`src/rtl/execute_stage.sv`:
```
// ============================================================================
// Module   : execute_stage
// Purpose  : MIPS E stage - control decode, operand forwarding, ALU and the
//            E/M pipeline register (IRM, PC4M, AOM, RTM).
// Options  : `E_SLT_EN enables slt/sltu decode and the ALU compare ops.
// Revision : 1.0 - initial release
// ============================================================================
`default_nettype none

module execute_stage (
  input  logic        Clk,
  input  logic        Reset,
  input  logic [31:0] PC4E,
  input  logic [31:0] IRE,
  input  logic [31:0] RSE,
  input  logic [31:0] RTE,
  input  logic [31:0] EXTE,
  input  logic [1:0]  Forward_RS_E_src,
  input  logic [1:0]  Forward_RT_E_src,
  input  logic [4:0]  Shift,
  input  logic [31:0] PC4_forw_M,
  input  logic [31:0] AO,
  input  logic [31:0] W_RF_WD_OUT,
  output logic [31:0] IRM,
  output logic [31:0] PC4M,
  output logic [31:0] AOM,
  output logic [31:0] RTM
);

  localparam logic [3:0] c_ALU_ADD  = 4'd0;
  localparam logic [3:0] c_ALU_SUB  = 4'd1;
  localparam logic [3:0] c_ALU_OR   = 4'd2;
  localparam logic [3:0] c_ALU_AND  = 4'd3;
  localparam logic [3:0] c_ALU_LUI  = 4'd4;
  localparam logic [3:0] c_ALU_SLL  = 4'd5;
  localparam logic [3:0] c_ALU_SLT  = 4'd6;
  localparam logic [3:0] c_ALU_SLTU = 4'd7;

  localparam logic [5:0] c_OP_RTYPE = 6'b000000;
  localparam logic [5:0] c_OP_BEQ   = 6'b000100;
  localparam logic [5:0] c_OP_ADDIU = 6'b001001;
  localparam logic [5:0] c_OP_ORI   = 6'b001101;
  localparam logic [5:0] c_OP_LUI   = 6'b001111;
  localparam logic [5:0] c_OP_LW    = 6'b100011;
  localparam logic [5:0] c_OP_SW    = 6'b101011;

  localparam logic [5:0] c_FN_SLL   = 6'b000000;
  localparam logic [5:0] c_FN_JR    = 6'b001000;
  localparam logic [5:0] c_FN_ADDU  = 6'b100001;
  localparam logic [5:0] c_FN_SUBU  = 6'b100011;
  localparam logic [5:0] c_FN_AND   = 6'b100100;
  localparam logic [5:0] c_FN_OR    = 6'b100101;
`ifdef E_SLT_EN
  localparam logic [5:0] c_FN_SLT   = 6'b101010;
  localparam logic [5:0] c_FN_SLTU  = 6'b101011;
`endif

  logic [5:0]  w_opcode;
  logic [5:0]  w_funct;
  logic [3:0]  w_alu_op;
  logic        w_alu_src;
  logic [31:0] w_fwd_rs;
  logic [31:0] w_fwd_rt;
  logic [31:0] w_src_a;
  logic [31:0] w_src_b;
  logic [31:0] w_alu_res;

  assign w_opcode = IRE[31:26];
  assign w_funct  = IRE[5:0];

  // Unlisted encodings (including j/jal) fall back to ADD on registers.
  always_comb begin
    w_alu_op  = c_ALU_ADD;
    w_alu_src = 1'b0;
    case (w_opcode)
      c_OP_RTYPE: begin
        case (w_funct)
          c_FN_ADDU: w_alu_op = c_ALU_ADD;
          c_FN_SUBU: w_alu_op = c_ALU_SUB;
          c_FN_AND:  w_alu_op = c_ALU_AND;
          c_FN_OR:   w_alu_op = c_ALU_OR;
          c_FN_SLL:  w_alu_op = c_ALU_SLL;
          c_FN_JR:   w_alu_op = c_ALU_ADD;
`ifdef E_SLT_EN
          c_FN_SLT:  w_alu_op = c_ALU_SLT;
          c_FN_SLTU: w_alu_op = c_ALU_SLTU;
`endif
          default:   w_alu_op = c_ALU_ADD;
        endcase
      end
      c_OP_ORI: begin
        w_alu_op  = c_ALU_OR;
        w_alu_src = 1'b1;
      end
      c_OP_LUI: begin
        w_alu_op  = c_ALU_LUI;
        w_alu_src = 1'b1;
      end
      c_OP_ADDIU, c_OP_LW, c_OP_SW: begin
        w_alu_op  = c_ALU_ADD;
        w_alu_src = 1'b1;
      end
      c_OP_BEQ: begin
        w_alu_op  = c_ALU_SUB;
        w_alu_src = 1'b0;
      end
      default: begin
        w_alu_op  = c_ALU_ADD;
        w_alu_src = 1'b0;
      end
    endcase
  end

  always_comb begin
    case (Forward_RS_E_src)
      2'd0:    w_fwd_rs = RSE;
      2'd1:    w_fwd_rs = AO;
      2'd2:    w_fwd_rs = PC4_forw_M;
      default: w_fwd_rs = W_RF_WD_OUT;
    endcase
  end

  always_comb begin
    case (Forward_RT_E_src)
      2'd0:    w_fwd_rt = RTE;
      2'd1:    w_fwd_rt = AO;
      2'd2:    w_fwd_rt = PC4_forw_M;
      default: w_fwd_rt = W_RF_WD_OUT;
    endcase
  end

  assign w_src_a = w_fwd_rs;
  assign w_src_b = w_alu_src ? EXTE : w_fwd_rt;

  always_comb begin
    case (w_alu_op)
      c_ALU_ADD:  w_alu_res = w_src_a + w_src_b;
      c_ALU_SUB:  w_alu_res = w_src_a - w_src_b;
      c_ALU_OR:   w_alu_res = w_src_a | w_src_b;
      c_ALU_AND:  w_alu_res = w_src_a & w_src_b;
      c_ALU_LUI:  w_alu_res = {w_src_b[15:0], 16'h0000};
      c_ALU_SLL:  w_alu_res = w_src_b << Shift;
`ifdef E_SLT_EN
      c_ALU_SLT:  w_alu_res = {31'd0, ($signed(w_src_a) < $signed(w_src_b))};
      c_ALU_SLTU: w_alu_res = {31'd0, (w_src_a < w_src_b)};
`endif
      default:    w_alu_res = 32'd0;
    endcase
  end

  // RTM takes the forwarded rt, not SrcB, so store data is never the offset.
  always_ff @(posedge Clk or posedge Reset) begin
    if (Reset) begin
      IRM  <= 32'd0;
      PC4M <= 32'd0;
      AOM  <= 32'd0;
      RTM  <= 32'd0;
    end else begin
      IRM  <= IRE;
      PC4M <= PC4E;
      AOM  <= w_alu_res;
      RTM  <= w_fwd_rt;
    end
  end

endmodule

`default_nettype wire

```
`config.mk`:
```
export PLATFORM = sky130hd
export DESIGN_NAME = execute_stage
export DESIGN_NICKNAME = d
export VERILOG_FILES = /design/src/rtl/execute_stage.sv
export SDC_FILE = /design/constraint.sdc
export NUM_CORES = 1
export LEC_CHECK = 0
export ABC_AREA = 1
export BUFFER_PORTS_ARGS = -buffer_cell sky130_fd_sc_hd__buf_2
export CORE_ASPECT_RATIO = 1.25
export CORE_MARGIN = 3
export CORE_UTILIZATION = 43
export CTS_CLUSTER_DIAMETER = 40
export DETAILED_ROUTE_END_ITERATION = 10
export PLACE_DENSITY = 0.7
export SLEW_MARGIN = 20
export SYNTH_ARGS = -nofsm -noshare
export SYNTH_HDL_FRONTEND = slang
export SYNTH_SLANG_ARGS = --single-unit
```
`constraint.sdc`:
```
create_clock -name Clk -period 4.2 [get_ports Clk]
set_input_delay 0.42 -clock Clk [delete_from_list [all_inputs] [get_ports Clk]]
set_output_delay 0.42 -clock Clk [all_outputs]
set_load 0.005 [all_outputs]
```
# Word level (Yosys, flattened, before mapping)
# Cells that the tools add are included.
[classes]
mux = 7
add_sub_neg = 2
bitwise_logic = 2
n_reduce_logical = 6
n_eq_ne = 18
n_shift = 1
[op_table]
columns = ["operator", "n"]
rows = [
  ["32-bit one-hot mux with 3 select lines", 2],
  ["32-bit one-hot mux with 6 select lines", 1],
  ["32-bit adder", 1],
  ["32-bit bitwise AND", 1],
  ["32-bit 2-to-1 mux", 1],
  ["32-bit OR", 1],
  ["32-bit by 5-bit left shift with 32-bit output", 1],
  ["32-bit subtractor", 1],
  ["6-bit equality test (second input constant)", 5],
  ["6-bit by 4-bit equality test with 1-bit output (second input constant)", 3],
  ["4-bit one-hot mux with 4 select lines", 1],
  ["6-bit logical NOT", 2],
  ["3-bit one-hot mux with 4 select lines", 1],
  ["4-bit by 2-bit equality test with 1-bit output (second input constant)", 2],
  ["4-bit by 3-bit equality test with 1-bit output (second input constant)", 2],
  ["6-bit by 3-bit equality test with 1-bit output (second input constant)", 1],
  ["5-bit OR reduction", 1],
  ["2-bit by 1-bit equality test with 1-bit output (second input constant)", 2],
  ["2-bit equality test (second input constant)", 2],
  ["4-bit by 1-bit equality test with 1-bit output (second input constant)", 1],
  ["2-bit logical NOT", 2],
  ["4-bit logical NOT", 1],
  ["1-bit 2-to-1 mux", 1],
]
[word_totals]
elab_cells = 40
out_inout_bits = 128
in_bits = 267
ff_bits = 128

# Logic depth before layout (Yosys ltp)
# Gate-level depths: netlist of the first run.
[logic_depth]
word_depth = 6
depth_mapped = 31
mapped_depth_nobuf = 29

# Worst setup path after synthesis of the first run
# No wires, ideal clock.
[synth_path]
kind = "input port to flip-flop"
from = "in IRE[30]"
to = "reg AOM[17]"
cell_stages = 25
setup_time_ns = 0.121
t_arrival_ns = 3.648
required_ns = 4.079
path_buffers = 1
setup_slack_ns = 0.431
cell_sequence = "inv_1 -> nand2_1 -> nor2_1 -> a21oi_4 -> buf_6 -> o21ai_2 -> inv_1 -> ha_1 -> nand3_4 -> nor2_4 -> nand2_2 -> nor2_4 -> inv_1 -> o21ai_1 -> xor2_1 -> ha_1 -> a21oi_1 -> inv_1 -> a31oi_1 -> o21ai_0 -> a21oi_1 -> o21bai_1 -> or2_2 -> a21oi_1 -> nand2_1"
[synth_between]
elab_chain_len = 6
word_cells_on_any_way = 23
cone_classes = "add/sub (2); eq/ne (11); shift (1); mux (4); bitwise (2); reduce/logical (3)"
[synth_rtl]
columns = ["element", "line_no", "source"]
rows = [
  ["from (decl)", "14", "input logic [31:0] IRE,"],
  ["6-bit by 4-bit equality test with 1-bit output or 6-bit equality test (tied branches)", "75", "case (w_opcode)"],
  ["5-bit OR reduction (no source line)", "-", ""],
  ["1-bit 2-to-1 mux", "75", ""],
  ["32-bit 2-to-1 mux", "133", "assign w_src_b = w_alu_src ? EXTE : w_fwd_rt;"],
  ["32-bit subtractor, or another cell as far along", "138", "c_ALU_SUB: w_alu_res = w_src_a - w_src_b;"],
  ["32-bit one-hot mux with 6 select lines (*)", "136", "case (w_alu_op)"],
  ["net w_alu_res[17]", "66", "logic [31:0] w_alu_res;"],
  ["to (signal assigned)", "161", "AOM <= w_alu_res;"],
  ["to (decl)", "26", "output logic [31:0] AOM,"],
]
# Mark *: on every way through the listed nets, which the timed path passes. The rest lies on a longest branch.

# Worst setup path in the final report of the first run
[layout_path]
from = "in Forward_RT_E_src[1]"
to = "reg AOM[18]"
[layout_between]
elab_chain_len = 5
word_cells_on_any_way = 11
cone_classes = "add/sub (2); eq/ne (2); shift (1); mux (3); bitwise (2); reduce/logical (1)"
[layout_rtl]
columns = ["element", "line_no", "source"]
rows = [
  ["from (decl)", "19", "input logic [1:0] Forward_RT_E_src,"],
  ["2-bit equality test, or another cell as far along", "124", "case (Forward_RT_E_src)"],
  ["32-bit one-hot mux with 3 select lines (*)", "124", ""],
  ["32-bit 2-to-1 mux (*)", "133", ""],
  ["32-bit subtractor, or another cell as far along", "138", ""],
  ["32-bit one-hot mux with 6 select lines (*)", "136", ""],
  ["net w_alu_res[18]", "66", ""],
]
# Marks and branches as above.

==> impl_metrics.py, run 1 <==
metrics = {
    "outcome": {
        "run_status": "finished, final reports clean",
    },
    "floorplan": {
        "die_y_um": 186.9,
        "chipWidth_um": 150.7,
        "pin_count": 395,
        "fp-row-count": 65,
        "design.core.area_mm2": 0.02554,
        "die_area_mm2": 0.02817,
        "floorplan.initialDensity_pct": 44.09,
    },
    "logic_synthesis": {
        "yosysSeqAreaShare_pct": 28.45,
        "syn_area_mm2": 0.01126,
        "synthFlopType": "dfrtp_1",
        "ys_warn_count": 0,
        "yosysMostFrequentCell": "nand2_1",
        "yosys.cell_types.count": 51,
        "synth_top_area_share_pct": 28.45,
        "synth.area.top_cells": "dfrtp_1, nand2_1, nand3_1",
        "synth_nets": 2072,
        "syn_area_per_cell_um2": 6.382,
        "async_flop_share_pct": 100.0,
        "synth_edf_count": 0,
        "yosys-top-cells-count": "nand2_1, nand3_1, o21ai_0, inv_1, dfrtp_1",
        "yosysTopAreaCell": "dfrtp_1",
        "ys_seq_elements": 128,
        "synth_cells": 1764,
    },
    "placed_design": {
        "placed_cells": 2630,
        "gp_congestion": 1.037,
        "io_buffers": 394,
        "hpwl_um": 45110,
    },
    "critical_path": {
        "crit_required_ps": 4510,
        "start_kind": "primary input",
        "path_cells": "buf_2, nand2_4, buf_12, or2_1, nand2_1, nand2_1, nand2_2, nand2_1, nor2_2, nand3_2, o21ai_0, xor2_1, ha_1, a21oi_1, o21a_1, o21ai_0, a21oi_1, inv_1, a21oi_1, xor2_1, nor2_1, nor2_1, nand2_1",
        "crit_top_cell": "nand2_1",
        "worstPathArrival_ps": 4220,
        "slowest_delay_ps": 320,
        "crit_family": "simple AND/OR/NAND/NOR gates",
        "slowest_stage": "ha_1",
        "critPathMaxFanout": 16,
        "cp-end-kind": "flip-flop",
        "critPathBufInv": 3,
        "crit_start": "Forward_RT_E_src[1]",
        "critPathKind": "in -> reg",
    },
    "timing": {
        "timing.fmax_mhz": 255.9,
        "finalHoldViolCount": 0,
        "period_needed_ps": 3908,
        "finalMaxSlewViolations": 0,
        "setup_viol": 0,
        "rsz0062_at_grt": "false",
        "post-route-period-util_pct": 93.04,
        "relSlewSlack_pct": 19.34,
        "worstMarginPinSlew_ps": 1209,
    },
    "pwr": {
        "finalPower_mw": 5.523,
        "peakVddDrop_uv": 200.1,
        "power_density_mw_per_mm2": 353.5,
        "p_leak_nw": 8.338,
    },
    "global_routing": {
        "grt_use_total_pct": 38.57,
        "grt_pass1_wl_um": 83710,
        "antenna_found_initial": 1,
        "grt_max_degree": 76,
        "grt_pass1_vias": 14920,
        "overflow": 0,
    },
    "clocking": {
        "h-tree-depth": 4,
        "cts_hold_repair.buffers": 0,
        "cts_tree": "done",
        "cts_root_buf": "clkbuf_16",
        "cts_made_buffers": 17,
        "path_clk_slew_ps": 70,
        "cts_sinks": 128,
        "clockBufferDepth": 2,
    },
    "detailed_routing": {
        "vias": 14900,
        "wl_per_cell_um": 20.80,
        "antenna_left": 0,
        "vias_per_cell": 5.594,
        "firstDrtPassIters": 8,
        "wirelength_um": 55400,
        "drcViolationCount": 0,
        "drtIter0Drc": 1325,
    },
    "hold_path": {
        "hp-class": "in -> reg",
        "min-delay-start": "PC4E[15]",
    },
    "cells_and_area": {
        "nNetsFinal": 2622,
        "fin_cells": 2663,
        "fillers": 2455,
        "area_delta_synth_final_pct": 38.80,
        "drive_gt1_share_pct": 30.73,
        "post-route-util_pct": 61.19,
        "multi_input_area_mm2": 0.007013,
        "register_area_mm2": 0.003203,
    },
    "job": {
        "drv_cap": 0,
    },
}
==> flip-flops by register name (all words and copies together) (netlist names) <==
register  count
PC4M         32
AOM          32
RTM          32
IRM          32
==> logic make-up (layout without fill, tap and decap cells) <==
kind of cell / after synthesis / count (layout) / share of synthesized area, %
DFF: 128 / 128 / 28.45
AOI/OAI and AO/OA: 337 / 337 / 16.66
buffers and inverters: 263 / 826 / 9.547
adders and majority gates: 41 / 41 / 4.623
muxes: 1 / 1 / 0.08891
and+or+nand+nor: 961 / 961 / 38.06
other: 0 / 1 / 0
xor gates and xnor gates: 33 / 33 / 2.567
==> worst paths after layout <==
path | endpoint | slack (ps) | cells after the start
min | PC4M[15] | 80 | 1
max | AOM[18] | 290 | 23
max in group asynchronous | PC4M[3] | 3230 | 3
min in group asynchronous | IRM[25] | 110 | 2
==> layer usage <==
layer	global-route usage, %	vias up	part of all wire (%)
met2	64.88	921	47
met5	0	-	0
met1	46.66	6847	38
li1	-	6935	-
met4	20.31	0	6.4
met3	6.495	193	8.6
==> timing repair <==
action,in CTS,in global routing
endpoints found under the setup margin,0,12
gates resized for setup,0,8
setup buffers,0,0
==> cell usage in the layout (no fill, tap or decap), drive strengths merged, types with 2 or more instances in the layout <==
cell type	synthesis	layout
buf	36	605
nand2	540	540
nand3	238	238
o21ai	201	201
inv	187	195
dfrtp	128	128
nor2	102	102
a21oi	73	73
ha	40	40
or2	31	31
xor2	26	26
nand4	23	23
nor3	21	21
o211ai	19	19
clkbuf	39	18
a31oi	14	14
xnor2	7	7
o2111ai	6	6
clkinv	1	6
a21o	5	5
nor4	5	5
o21a	4	4
a22oi	3	3
o221ai	3	3
o22ai	2	2
o21bai	2	2
a221oi	2	2
==> report_power, final <==
group          internal (mW)  switching, mW
logic                   1.02           1.46
clock network          0.857          0.713
registers               1.42         0.0576
==> stage by stage <==
step                      instance area, um^2  setup WS (ps)  hold slack [ps]  setup TNS, ps
after floorplan                         11260          367.4            451.4              0
after global placement                  14980         -229.2            528.0          -1901
after detailed placement                14980         -313.1            529.4          -2628
after CTS                               15590          122.0            65.51              0
after global routing                    15630          23.13            59.46              0
final                                   15630          292.5            77.68              0
==> layout make-up <==
class / count / area share (%)
tap: 335 / 2.682
antenna: 1 / 0.01601
sequential: 128 / 20.50
inverter: 188 / 4.532
timing repair buffer: 606 / 23.46
clock inverter: 15 / 1.209
clock buffer: 17 / 2.722
multi-input combinational: 1373 / 44.88
(Power assumes the default switching activity.)
==> inputs of run 2 (changes only) <==
ABC_AREA = not set   (was 1)
PLACE_DENSITY = 0.72   (was 0.7)
==> run 2 against run 1 <==
  * The flow now finishes with violations (negative setup slack)
  * Setup slack got worse by 380 ps
  * Cell count decreased by 31%
  * Sequential share of layout area increased by 0.38 points
  * Die area decreased by 8.5%
  * Critical path type unchanged
  * Largest power group unchanged
  * Highest routed layer unchanged
==> impl_metrics.py, run 2 <==
metrics = {
    "detailed_routing": {
        "wirelength_um": 41200,
        "antenna_left": 0,
        "vias_per_cell": 5.922,
        "drcViolationCount": 0,
        "wl_per_cell_um": 22.33,
        "vias": 10930,
        "drtIter0Drc": 1061,
        "firstDrtPassIters": 6,
    },
    "floorplan": {
        "floorplan.initialDensity_pct": 44.24,
        "pin_count": 395,
        "fp-row-count": 62,
        "chipWidth_um": 144.2,
        "die_area_mm2": 0.02576,
        "die_y_um": 178.7,
        "design.core.area_mm2": 0.02319,
    },
    "timing": {
        "finalHoldViolCount": 0,
        "period_needed_ps": 4291,
        "finalMaxSlewViolations": 0,
        "timing.fmax_mhz": 233.0,
        "tns_ps": -126.7,
        "worstMarginPinSlew_ps": 890.6,
        "post-route-period-util_pct": 102.2,
        "setup_viol": 4,
        "relSlewSlack_pct": 40.63,
        "setup_ws_ps": -91.12,
        "rsz0062_at_grt": "true",
    },
    "logic_synthesis": {
        "synth_fa_ha_area_share_pct": 7.901,
        "syn_area_per_cell_um2": 10.96,
        "synth.area.top_cells": "dfrtp_1, mux4_2, mux2i_1",
        "async_flop_share_pct": 100.0,
        "yosys.cell_types.count": 70,
        "synthSimpleGateAreaFrac_pct": 10.05,
        "yosysTopAreaCell": "dfrtp_1",
        "syn_area_mm2": 0.01026,
        "synth_edf_count": 0,
        "synth_compound_area_share_pct": 13.97,
        "yosysSeqAreaShare_pct": 31.22,
        "synth_top_area_share_pct": 31.22,
        "synth_nets": 1244,
        "muxShareOfSynthArea_pct": 27.95,
        "synth_top_family_by_area": "multiplexers",
        "synthFlopType": "dfrtp_1",
        "yosysMostFrequentCell": "dfrtp_1",
        "ys_warn_count": 0,
        "synthXorXnorAreaFrac_pct": 4.743,
        "yosys-top-cells-count": "dfrtp_1, mux4_2, nand2_1, mux2i_1, nor2_1",
        "ys_seq_elements": 128,
        "synth_cells": 936,
    },
    "critical_path": {
        "endpoint": "AOM[30]",
        "cp-end-kind": "flip-flop",
        "worstPathArrival_ps": 4560,
        "critPathMaxFanout": 6,
        "crit_required_ps": 4470,
        "start_kind": "primary input",
        "critPathKind": "in -> reg",
        "crit_start": "Forward_RT_E_src[0]",
    },
    "global_routing": {
        "grt_max_degree": 104,
        "antenna_found_initial": 1,
        "grt_pass1_wl_um": 61020,
        "grt_use_total_pct": 30.92,
        "grt_pass1_vias": 10840,
        "overflow": 0,
    },
    "cells_and_area": {
        "fillers": 1816,
        "final_cell_mix": "buf_2, buf_4, dfrtp_1, mux4_2, nand2_1",
        "area_delta_synth_final_pct": 49.48,
        "drive_gt1_share_pct": 53.73,
        "final_common_cell": "buf_2",
        "nNetsFinal": 1851,
    },
    "clocking": {
        "cts_root_buf": "clkbuf_16",
        "path_clk_slew_ps": 60,
        "cts_hold_repair.buffers": 0,
        "clockBufferDepth": 2,
        "h-tree-depth": 4,
        "cts_tree": "done",
        "cts_made_buffers": 17,
        "cts_sinks": 128,
    },
    "outcome": {
        "violations": "negative setup slack",
        "run_status": "finished with violations",
    },
    "placed_design": {
        "gp_congestion": 1.018,
        "post-place-ws_ps": -637.8,
        "io_buffers": 394,
        "hpwl_um": 33630,
    },
    "job": {
        "drv_cap": 0,
    },
    "pwr": {
        "power_density_mw_per_mm2": 367.6,
        "p_leak_nw": 7.421,
        "peakVddDrop_uv": 277.1,
        "finalPower_mw": 5.638,
    },
    "hold_path": {
        "hp-class": "in -> reg",
    },
}
## run 2: cell count changes after synthesis, moves of 28 or more
cell,previous run,this run
mux4_2,0,78
mux2i_1,1,64
inv_1,178,42
nand2_1,513,71
o21ai_0,184,39
nand3_1,236,18
a21oi_1,72,37
nor2_1,87,48
xnor2_1,7,35
maj3_1,0,29
## run 2: worst min path at each step
stage	start	endpoint	slack [ps]	cells past startpoint
after floorplan	IRE[0]	IRM[0]	450	0
after global placement	IRE[7]	IRM[7]	530	1
after detailed placement	IRE[10]	IRM[10]	530	1
after CTS	PC4E[17]	PC4M[17]	70	1
after global routing	IRE[10]	IRM[10]	70	1
final	IRE[25]	IRM[25]	90	1
## run 2: area by class of cell
cell class,instances,area (um^2),share of cell area [%]
Multi-Input combinational cell,712,7048,45.95
Tap cell,288,360.3,2.349
Timing Repair Buffer,637,3919,25.55
Sequential cell,128,3203,20.88
Antenna cell,1,2.502,0.01631
Clock inverter,11,153.9,1.003
Inverter,47,181.4,1.183
Clock buffer,21,470.5,3.067
## run 2: repair_timing
item                       4_1_cts  5_1_grt
pin swaps                       12       51
setup endpoints to repair        8       17
resized for setup               17       61
setup buffers                    4       22
## run 2: cells by family (layout without fill, tap and decap cells)
logic type	after synthesis	after routing
other	0	1
multiplexers	166	166
AND/OR/NAND/NOR	214	214
buffers and inverters	96	716
AO/OA/AOI/OAI	208	208
adder cells (fa/ha/maj)	70	70
XOR/XNOR	54	54
flip-flops	128	128
## run 2: power by group
group          internal (mW)  switching [mW]
Combinational           1.27            1.29
Clock                  0.985           0.599
Sequential              1.44          0.0570
Total                   3.69            1.95
## run 2: per-stage QoR
step | cell area, um^2 | util, % | hold WS, ps | std cells
finish | 15340 | 66.13 | 93.41 | 1845
detailed placement | 14170 | 61.08 | 529.4 | 1786
global route | 15340 | 66.13 | 67.72 | 1845
CTS | 14890 | 64.21 | 70.15 | 1822
floorplan | 10430 | - | 451.4 | 936
global placement | 14170 | 61.08 | 528.0 | 1786
## run 2: worst max-delay path, stage by stage
cell	delay, ps
buf_12	100
buf_8	110
mux4_2	550
nor3_4	220
o21ai_2	100
a22oi_2	190
and4_4	290
nor3b_4	250
buf_4	150
and4_4	220
a31oi_4	80
xor2_1	170
ha_1	310
a21o_1	200
a21o_1	160
a21oi_2	190
o21a_1	200
o22ai_2	70
a221o_1	270
a31oi_1	160
o221ai_1	140
## run 2: per-layer routing
layer	vias to the layer above	track usage [%]	wire length, um
met5	-	0	0
met4	0	11.90	1636
met3	118	6.190	3476
met2	664	53.14	20570
met1	5309	38.21	15510
li1	4835	-	-
